## src/rtl/axis_pkt_rr_arbiter_pkg.sv

```systemverilog
// Shared types for the packet round-robin arbiter.
package axis_arb_pkg;

  // Arbiter FSM: IDLE arbitrates (one bubble per packet), BUSY streams one packet.
  typedef enum logic {
    ARB_IDLE = 1'b0,
    ARB_BUSY = 1'b1
  } arb_state_t;

endpackage

```

## src/rtl/axis_pkt_rr_arbiter_if.sv

```systemverilog
// Bundle of the N_SRC source streams, the merged output stream and the FSM debug tap.
//
// Handshake: a beat transfers on a rising aclk edge where tvalid and tready are
// both 1. A producer may raise tvalid without waiting for tready, and once tvalid
// is 1 it holds tdata/tlast stable until the beat transfers. Each s_axis_* bit or
// slice belongs to one source; m_axis_* is the single merged stream.
interface axis_pkt_rr_arbiter_if #(
  parameter int N_SRC      = 4,
  parameter int DATA_WIDTH = 8
);
  import axis_arb_pkg::*;

  localparam int ID_WIDTH = $clog2(N_SRC);

  logic [N_SRC*DATA_WIDTH-1:0] s_axis_tdata;
  logic [N_SRC-1:0]            s_axis_tvalid;
  logic [N_SRC-1:0]            s_axis_tlast;
  logic [N_SRC-1:0]            s_axis_tready;
  logic [DATA_WIDTH-1:0]       m_axis_tdata;
  logic                        m_axis_tvalid;
  logic                        m_axis_tlast;
  logic [ID_WIDTH-1:0]         m_axis_tid;
  logic                        m_axis_tready;
  arb_state_t                  dbg_state;

  // Arbiter side: consumes the sources, produces the merged stream.
  modport slave (
    input  s_axis_tdata, s_axis_tvalid, s_axis_tlast, m_axis_tready,
    output s_axis_tready, m_axis_tdata, m_axis_tvalid, m_axis_tlast, m_axis_tid,
    output dbg_state
  );

  // Environment side: drives the sources and the downstream ready.
  modport master (
    output s_axis_tdata, s_axis_tvalid, s_axis_tlast, m_axis_tready,
    input  s_axis_tready, m_axis_tdata, m_axis_tvalid, m_axis_tlast, m_axis_tid,
    input  dbg_state
  );

endinterface

```

## src/rtl/axis_pkt_rr_arbiter_pick.sv

```systemverilog
// Combinational round-robin picker: first requester strictly after i_last, wrapping.
// Rotate the request vector so the search starts at i_last+1, priority-encode the
// lowest set bit, then add the rotation back to get an absolute index.
module axis_rr_pick #(
  parameter int N_SRC = 4,
  localparam int IW   = $clog2(N_SRC)
) (
  input  logic [N_SRC-1:0] i_req,
  input  logic [IW-1:0]    i_last,
  output logic [IW-1:0]    o_gnt_idx,
  output logic             o_any_req
);

  logic [IW-1:0]        w_start;
  logic [2*N_SRC-2:0]   w_req2;
  logic [N_SRC-1:0]     w_rot;
  logic [IW-1:0]        w_off;
  logic [IW:0]          w_sum;

  // Rotate, priority encode, un-rotate.
  always_comb begin
    w_start = (i_last == IW'(N_SRC - 1)) ? '0 : i_last + IW'(1);
    w_req2  = {i_req[N_SRC-2:0], i_req};
    w_rot   = w_req2[{1'b0, w_start} +: N_SRC];
    w_off   = '0;
    for (int k = N_SRC - 1; k >= 0; k--) begin
      if (w_rot[k]) w_off = IW'(k);
    end
    w_sum = {1'b0, w_start} + {1'b0, w_off};
    if (w_sum >= (IW + 1)'(N_SRC)) w_sum = w_sum - (IW + 1)'(N_SRC);
    o_gnt_idx = w_sum[IW-1:0];
    o_any_req = |i_req;
  end

endmodule

```

## src/rtl/axis_pkt_rr_arbiter.sv

```systemverilog
// Packet-level round-robin arbiter: N_SRC AXI-Stream sources share one registered
// output. A grant is held from a packet's first beat to its tlast, and the owning
// source index travels with every beat on m_axis_tid.
module axis_pkt_rr_arbiter #(
  parameter int N_SRC      = 4,
  parameter int DATA_WIDTH = 8
) (
  input  logic                  aclk,
  input  logic                  aresetn,
  axis_pkt_rr_arbiter_if.slave  bus
);
  import axis_arb_pkg::*;

  localparam int ID_WIDTH = $clog2(N_SRC);

  arb_state_t            r_state;
  logic [ID_WIDTH-1:0]   r_grant;
  logic [ID_WIDTH-1:0]   r_last_grant;
  logic [DATA_WIDTH-1:0] r_tdata;
  logic                  r_tvalid;
  logic                  r_tlast;
  logic [ID_WIDTH-1:0]   r_tid;

  logic [ID_WIDTH-1:0]   w_pick_idx;
  logic                  w_any_req;
  logic                  w_slot_free;
  logic                  w_sel_valid;
  logic                  w_sel_last;
  logic [DATA_WIDTH-1:0] w_sel_data;
  logic                  w_load;
  logic [N_SRC-1:0]      w_s_tready;

  axis_rr_pick #(.N_SRC(N_SRC)) u_pick (
    .i_req     (bus.s_axis_tvalid),
    .i_last    (r_last_grant),
    .o_gnt_idx (w_pick_idx),
    .o_any_req (w_any_req)
  );

  // The output slot can take a beat when empty or being drained this cycle.
  assign w_slot_free = ~r_tvalid | bus.m_axis_tready;
  assign w_sel_valid = bus.s_axis_tvalid[r_grant];
  assign w_sel_last  = bus.s_axis_tlast[r_grant];
  assign w_sel_data  = bus.s_axis_tdata[r_grant*DATA_WIDTH +: DATA_WIDTH];
  assign w_load      = (r_state == ARB_BUSY) & w_sel_valid & w_slot_free;

  // Only the granted source sees ready, and only while streaming.
  always_comb begin
    w_s_tready = '0;
    if (r_state == ARB_BUSY) w_s_tready[r_grant] = w_slot_free;
  end

  // Arbitration FSM: pick in IDLE, hold the grant until the packet's tlast is accepted.
  always_ff @(posedge aclk or negedge aresetn) begin
    if (!aresetn) begin
      r_state      <= ARB_IDLE;
      r_grant      <= '0;
      r_last_grant <= ID_WIDTH'(N_SRC - 1);
    end else if (r_state == ARB_IDLE) begin
      if (w_any_req) begin
        r_grant <= w_pick_idx;
        r_state <= ARB_BUSY;
      end
    end else if (w_load && w_sel_last) begin
      r_last_grant <= r_grant;
      r_state      <= ARB_IDLE;
    end
  end

  // Output register: a new beat replaces a draining one, otherwise a drain empties it.
  always_ff @(posedge aclk or negedge aresetn) begin
    if (!aresetn) begin
      r_tvalid <= 1'b0;
      r_tlast  <= 1'b0;
      r_tdata  <= '0;
      r_tid    <= '0;
    end else if (w_load) begin
      r_tvalid <= 1'b1;
      r_tlast  <= w_sel_last;
      r_tdata  <= w_sel_data;
      r_tid    <= r_grant;
    end else if (bus.m_axis_tready) begin
      r_tvalid <= 1'b0;
    end
  end

  assign bus.s_axis_tready = w_s_tready;
  assign bus.m_axis_tdata  = r_tdata;
  assign bus.m_axis_tvalid = r_tvalid;
  assign bus.m_axis_tlast  = r_tlast;
  assign bus.m_axis_tid    = r_tid;
  assign bus.dbg_state     = r_state;

endmodule

```

## src/flat_wrapper.sv

```systemverilog
// flat-port wrapper written by rule: the top's interface ports become plain ports
module axis_pkt_rr_arbiter_flat import axis_arb_pkg::*;
#(
  parameter int N_SRC      = 4,
  parameter int DATA_WIDTH = 8
)
  (aclk, aresetn, bus_s_axis_tdata, bus_s_axis_tvalid, bus_s_axis_tlast, bus_m_axis_tready, bus_s_axis_tready, bus_m_axis_tdata, bus_m_axis_tvalid, bus_m_axis_tlast, bus_m_axis_tid, bus_dbg_state);
  axis_pkt_rr_arbiter_if #(.N_SRC(N_SRC), .DATA_WIDTH(DATA_WIDTH)) bus_i ();
  input  logic aclk;
  input  logic aresetn;
  input wire logic [$bits(bus_i.s_axis_tdata)-1:0] bus_s_axis_tdata;
  input wire logic [$bits(bus_i.s_axis_tvalid)-1:0] bus_s_axis_tvalid;
  input wire logic [$bits(bus_i.s_axis_tlast)-1:0] bus_s_axis_tlast;
  input wire logic [$bits(bus_i.m_axis_tready)-1:0] bus_m_axis_tready;
  output wire logic [$bits(bus_i.s_axis_tready)-1:0] bus_s_axis_tready;
  output wire logic [$bits(bus_i.m_axis_tdata)-1:0] bus_m_axis_tdata;
  output wire logic [$bits(bus_i.m_axis_tvalid)-1:0] bus_m_axis_tvalid;
  output wire logic [$bits(bus_i.m_axis_tlast)-1:0] bus_m_axis_tlast;
  output wire logic [$bits(bus_i.m_axis_tid)-1:0] bus_m_axis_tid;
  output wire logic [$bits(bus_i.dbg_state)-1:0] bus_dbg_state;
  assign bus_i.s_axis_tdata = bus_s_axis_tdata;
  assign bus_i.s_axis_tvalid = bus_s_axis_tvalid;
  assign bus_i.s_axis_tlast = bus_s_axis_tlast;
  assign bus_i.m_axis_tready = bus_m_axis_tready;
  assign bus_s_axis_tready = bus_i.s_axis_tready;
  assign bus_m_axis_tdata = bus_i.m_axis_tdata;
  assign bus_m_axis_tvalid = bus_i.m_axis_tvalid;
  assign bus_m_axis_tlast = bus_i.m_axis_tlast;
  assign bus_m_axis_tid = bus_i.m_axis_tid;
  assign bus_dbg_state = bus_i.dbg_state;
  axis_pkt_rr_arbiter #(.N_SRC(N_SRC), .DATA_WIDTH(DATA_WIDTH)) u_core (.aclk(aclk), .aresetn(aresetn), .bus(bus_i));
endmodule
```

## config.mk

```make
export PLATFORM = sky130hd
export DESIGN_NAME = axis_pkt_rr_arbiter_flat
export DESIGN_NICKNAME = d
export VERILOG_FILES = /design/src/rtl/axis_pkt_rr_arbiter_pkg.sv /design/src/rtl/axis_pkt_rr_arbiter_if.sv /design/src/rtl/axis_pkt_rr_arbiter_pick.sv /design/src/rtl/axis_pkt_rr_arbiter.sv /design/src/flat_wrapper.sv
export SDC_FILE = /design/constraint.sdc
export NUM_CORES = 1
export LEC_CHECK = 0
export ABC_AREA = 1
export BUFFER_PORTS_ARGS = -buffer_cell sky130_fd_sc_hd__buf_2
export CAP_MARGIN = 30
export CORE_ASPECT_RATIO = 0.8
export CORE_MARGIN = 3
export CORE_UTILIZATION = 28
export CTS_CLUSTER_DIAMETER = 100
export DETAILED_ROUTE_END_ITERATION = 12
export GPL_ROUTABILITY_DRIVEN = 0
export PLACE_DENSITY_LB_ADDON = 0.1
export SYNTH_ARGS = -nofsm -noshare
export SYNTH_HDL_FRONTEND = slang
export SYNTH_SLANG_ARGS = --single-unit
export TNS_END_PERCENT = 10
```

## constraint.sdc

```tcl
create_clock -name aclk -period 1.9 [get_ports aclk]
set_input_delay 0.095 -clock aclk [delete_from_list [all_inputs] [get_ports aclk]]
set_output_delay 0.095 -clock aclk [all_outputs]
set_load 0.02 [all_outputs]
```

==> key figures <==
STA
  • Max transition margin: 72.6%
  • Max Slew Vio Count: 0
  • Fin. Hold Viols: 0
  • Final TNS setup: 0 ns
  • Worst slew pin tran: 0.405 ns
  • RSZ-0062 raised after global routing: false
  • Peak Freq: 586 MHz
  • Clock skew: 0.00179 ns
  • Tmin final: 1.71 ns
  • Period utilisation layout: 89.8%
  • Final setup fails: 0
  • Worst setup margin: 0.195 ns

Place
  • Setup WS pre-CTS: 0.0694 ns
  • Port Buf Inserts: 59
  • HPWL Detailed: 2830 µm

Yosys
  • Mapped cell area: 0.00120 mm²
  • Avg Cell Area, Syn: 6.86 µm²
  • EDFF count, synth: 0
  • Synth area leaders: dfrtp_1 (31%), nand2_1 (23%), nand3_1 (12%)
  • Post-synthesis sequential area ratio: 35.6%
  • Post-Synth Simple-Gate Area: 42.8%
  • Net count after synthesis: 219
  • Top cell type's share of synthesized area: 31.3%
  • Most frequent cell after synthesis: nand2_1
  • Synth top cells by count: nand2_1 (72), nand3_1 (29), dfrtp_1 (15)
  • Synth warn: 0
  • Ys flop type: dfrtp_1
  • Yosys reg bits: 17
  • Area leader, netlist: dfrtp_1
  • Synth Area in Adders: 1.04%
  • Proportion of synthesized area in mux cells: 0%
  • Post-synth cell types: 25
  • Synth Area in Compound Gates: 12.3%
  • Largest family of logic cells by synthesized area: simple AND/OR/NAND/NOR gates
  • Post-synth ARST share: 100%
  • Cells after synthesis: 175
  • Post-synthesis xor/xnor area fraction: 0%

Setup path
  • Worst-path fanout max: 7
  • Internal reg-to-reg setup slack: 0.19 ns
  • Setup CP Type: flip-flop to flip-flop
  • CP arrival: 1.85 ns
  • FF-to-FF path depth: 11
  • CP Capture Type: flip-flop
  • CP required: 2.04 ns
  • Worst reg2reg path endpoint: u_core.r_grant[1]
  • Startpoint Class: flip-flop
  • R2R Path Start: u_core.r_last_grant[0]

Worst hold path
  • Hold Crit Class: input pin to flip-flop
  • Hold Path Stages: 2
  • Hold_sp: bus_m_axis_tready
  • Hold EP: u_core.bus.m_axis_tvalid

Die
  • Height of the die: 64.6 µm
  • Die width: 79.2 µm
  • Num ports: 60
  • Die area: 0.00512 mm²
  • Floorplan row count: 20
  • Core area: 0.00395 mm²
  • Starting Density: 30.4%

Detailed routing
  • Initial DRC count: 38
  • DRT antenna net count: 0
  • First-pass DRT Iterations: 4
  • Vias: 1,392
  • Drt via density: 4.69
  • Drc violations: 0
  • Total Wirelength: 3580 µm
  • WL per Instance: 12.1 µm

CTS
  • Maximum clock path buffer count: 2
  • CTS tree: yes
  • Clock latency on the worst-skew pair: 0.25 ns
  • Reg clk slew, reported paths: 0.06 ns
  • CTS Sinks: 17
  • TritonCTS buffer count: 3
  • CTS H-Tree Depth: 1
  • Clock Root Buffer: clkbuf_8

Power and ir drop
  • Switch Pwr: 1530 µW
  • Max VDD drop: 0.486 mV
  • Internal power: 1430 µW
  • Switch share: 51.8%
  • Logic pwr share: 68.1%
  • Leak Pwr: 0.000938 µW
  • Power share of the clock group: 9.0%
  • Sequential Power Share: 22.8%
  • Power per cell area: 1780 mW/mm²

Global routing
  • Total global-route track usage: 14.7%
  • Initial antenna violation count: 0
  • Grt total ovfl: 0
  • Largest net degree at the start of global routing: 18
  • Vias in the first global route: 1,304
  • First-pass GRT wire length: 5980 µm

Layout
  • Fill cell count: 453
  • Area Growth Syn to Fin: 38.5%
  • Post-layout nets: 287
  • Share of cells above drive strength 1: 37.6%
  • Antenna Cells: 0

Run status
  • Status: finished clean

Run
  • Max cap viols: 0
-- power by group through the flow --
stage,Sequential (µW),Clock (µW),Combinational [µW]
3_3_place_gp,681,0,1970
6_report,676,268,2020
3_5_place_dp,677,0,1960
5_1_grt,704,292,2290
4_1_cts,675,278,1970
2_1_floorplan,801,0,1290
-- kinds of logic (layout without fill, tap and decap cells) --
group,after synthesis,count (layout)
AOI/OAI and AO/OA,19,19
adders and majority gates,1,1
buffers and inverters,22,89
DFF,17,17
and+or+nand+nor,116,116
-- sequential cells by signal (all words and copies together) (netlist names) --
signal                    cells
u_core.r_last_grant           2
u_core.bus.dbg_state          1
u_core.r_grant                2
u_core.bus.m_axis_tlast       1
u_core.bus.m_axis_tvalid      1
u_core.bus.m_axis_tid         2
u_core.bus.m_axis_tdata       8
-- layout by cell type (no fill, tap or decap), drive strengths merged --
cell and n:
clkinv 1, o21ai 5, nand3 29, nor2 9, o221ai 1, a21oi 1
a22oi 10, inv 17, nand2 76, clkbuf 4, dfrtp 15, nor3 2
dfstp 2, dlygate4sd3 1, a41oi 1, buf 66, ha 1, o22ai 1
-- per-stage QoR --
| stage | total power, µW | util, % | std cells | cell area [µm²] | hold slack [ns] |
|---|---|---|---|---|---|
| 6_report | 2960 | 42.1 | 297 | 1660 | 0.0280 |
| 5_1_grt | 3290 | 42.1 | 297 | 1660 | 0.0306 |
| 4_1_cts | 2920 | 41.3 | 295 | 1630 | 0.0206 |
| 3_5_place_dp | 2640 | 39.9 | 290 | 1580 | 0.0427 |
| 3_3_place_gp | 2650 | 39.9 | 290 | 1580 | 0.0471 |
| 2_1_floorplan | 2090 | - | 175 | 1200 | -0.201 |
-- worst max-delay path by stage --
stage	start	to	slack (ns)	cells past startpoint
6_report	u_core.r_last_grant[0]	u_core.r_grant[1]	0.19	11
2_1_floorplan	u_core.r_last_grant[0]	u_core.r_grant[1]	0.24	11
5_1_grt	u_core.r_last_grant[0]	u_core.r_grant[1]	0.04	11
3_5_place_dp	u_core.r_last_grant[0]	u_core.r_grant[1]	0.07	11
4_1_cts	u_core.r_last_grant[0]	u_core.r_grant[1]	0.05	11
3_3_place_gp	u_core.r_last_grant[0]	u_core.r_grant[1]	0.11	11
-- timing repair --
| action | in CTS | in global routing |
|---|---|---|
| buffers inserted | 0 | 2 |
| resized for setup | 0 | 5 |
| hold endpoints to repair | 15 | 0 |
| setup endpoints to repair | 0 | 2 |
| hold buffers | 1 | 0 |
-- layer usage --
layer  up-vias  track usage [%]  share of wire [%]
li1        711                -                  -
met1       645             20.1                 47
met2        34             23.9                 47
met3         2             4.58                6.0
met4         0            0.644               0.11
met5         -                0                  0
-- layout make-up --
| class | count | area, µm² | share of cell area, % |
|---|---|---|---|
| sequential | 17 | 428 | 25.7 |
| multi-input combinational | 136 | 689 | 41.4 |
| timing repair buffer | 67 | 358 | 21.5 |
| clock buffer | 4 | 45.0 | 2.71 |
| inverter | 18 | 75.1 | 4.51 |
| tap | 55 | 68.8 | 4.14 |
-- critical path, cell delays in order (launching register included) --
cell and delay (ns):
dfstp_2 0.40, ha_4 0.16, nor2_2 0.24, nand2_1 0.14, nand3_1 0.11, nand2_1 0.07
nor2_1 0.13, nand2_1 0.07, nand2_1 0.07, nand3_1 0.07, nand3_1 0.08, nand2_1 0.05
Note: power is estimated with default switching activity, not from simulation.
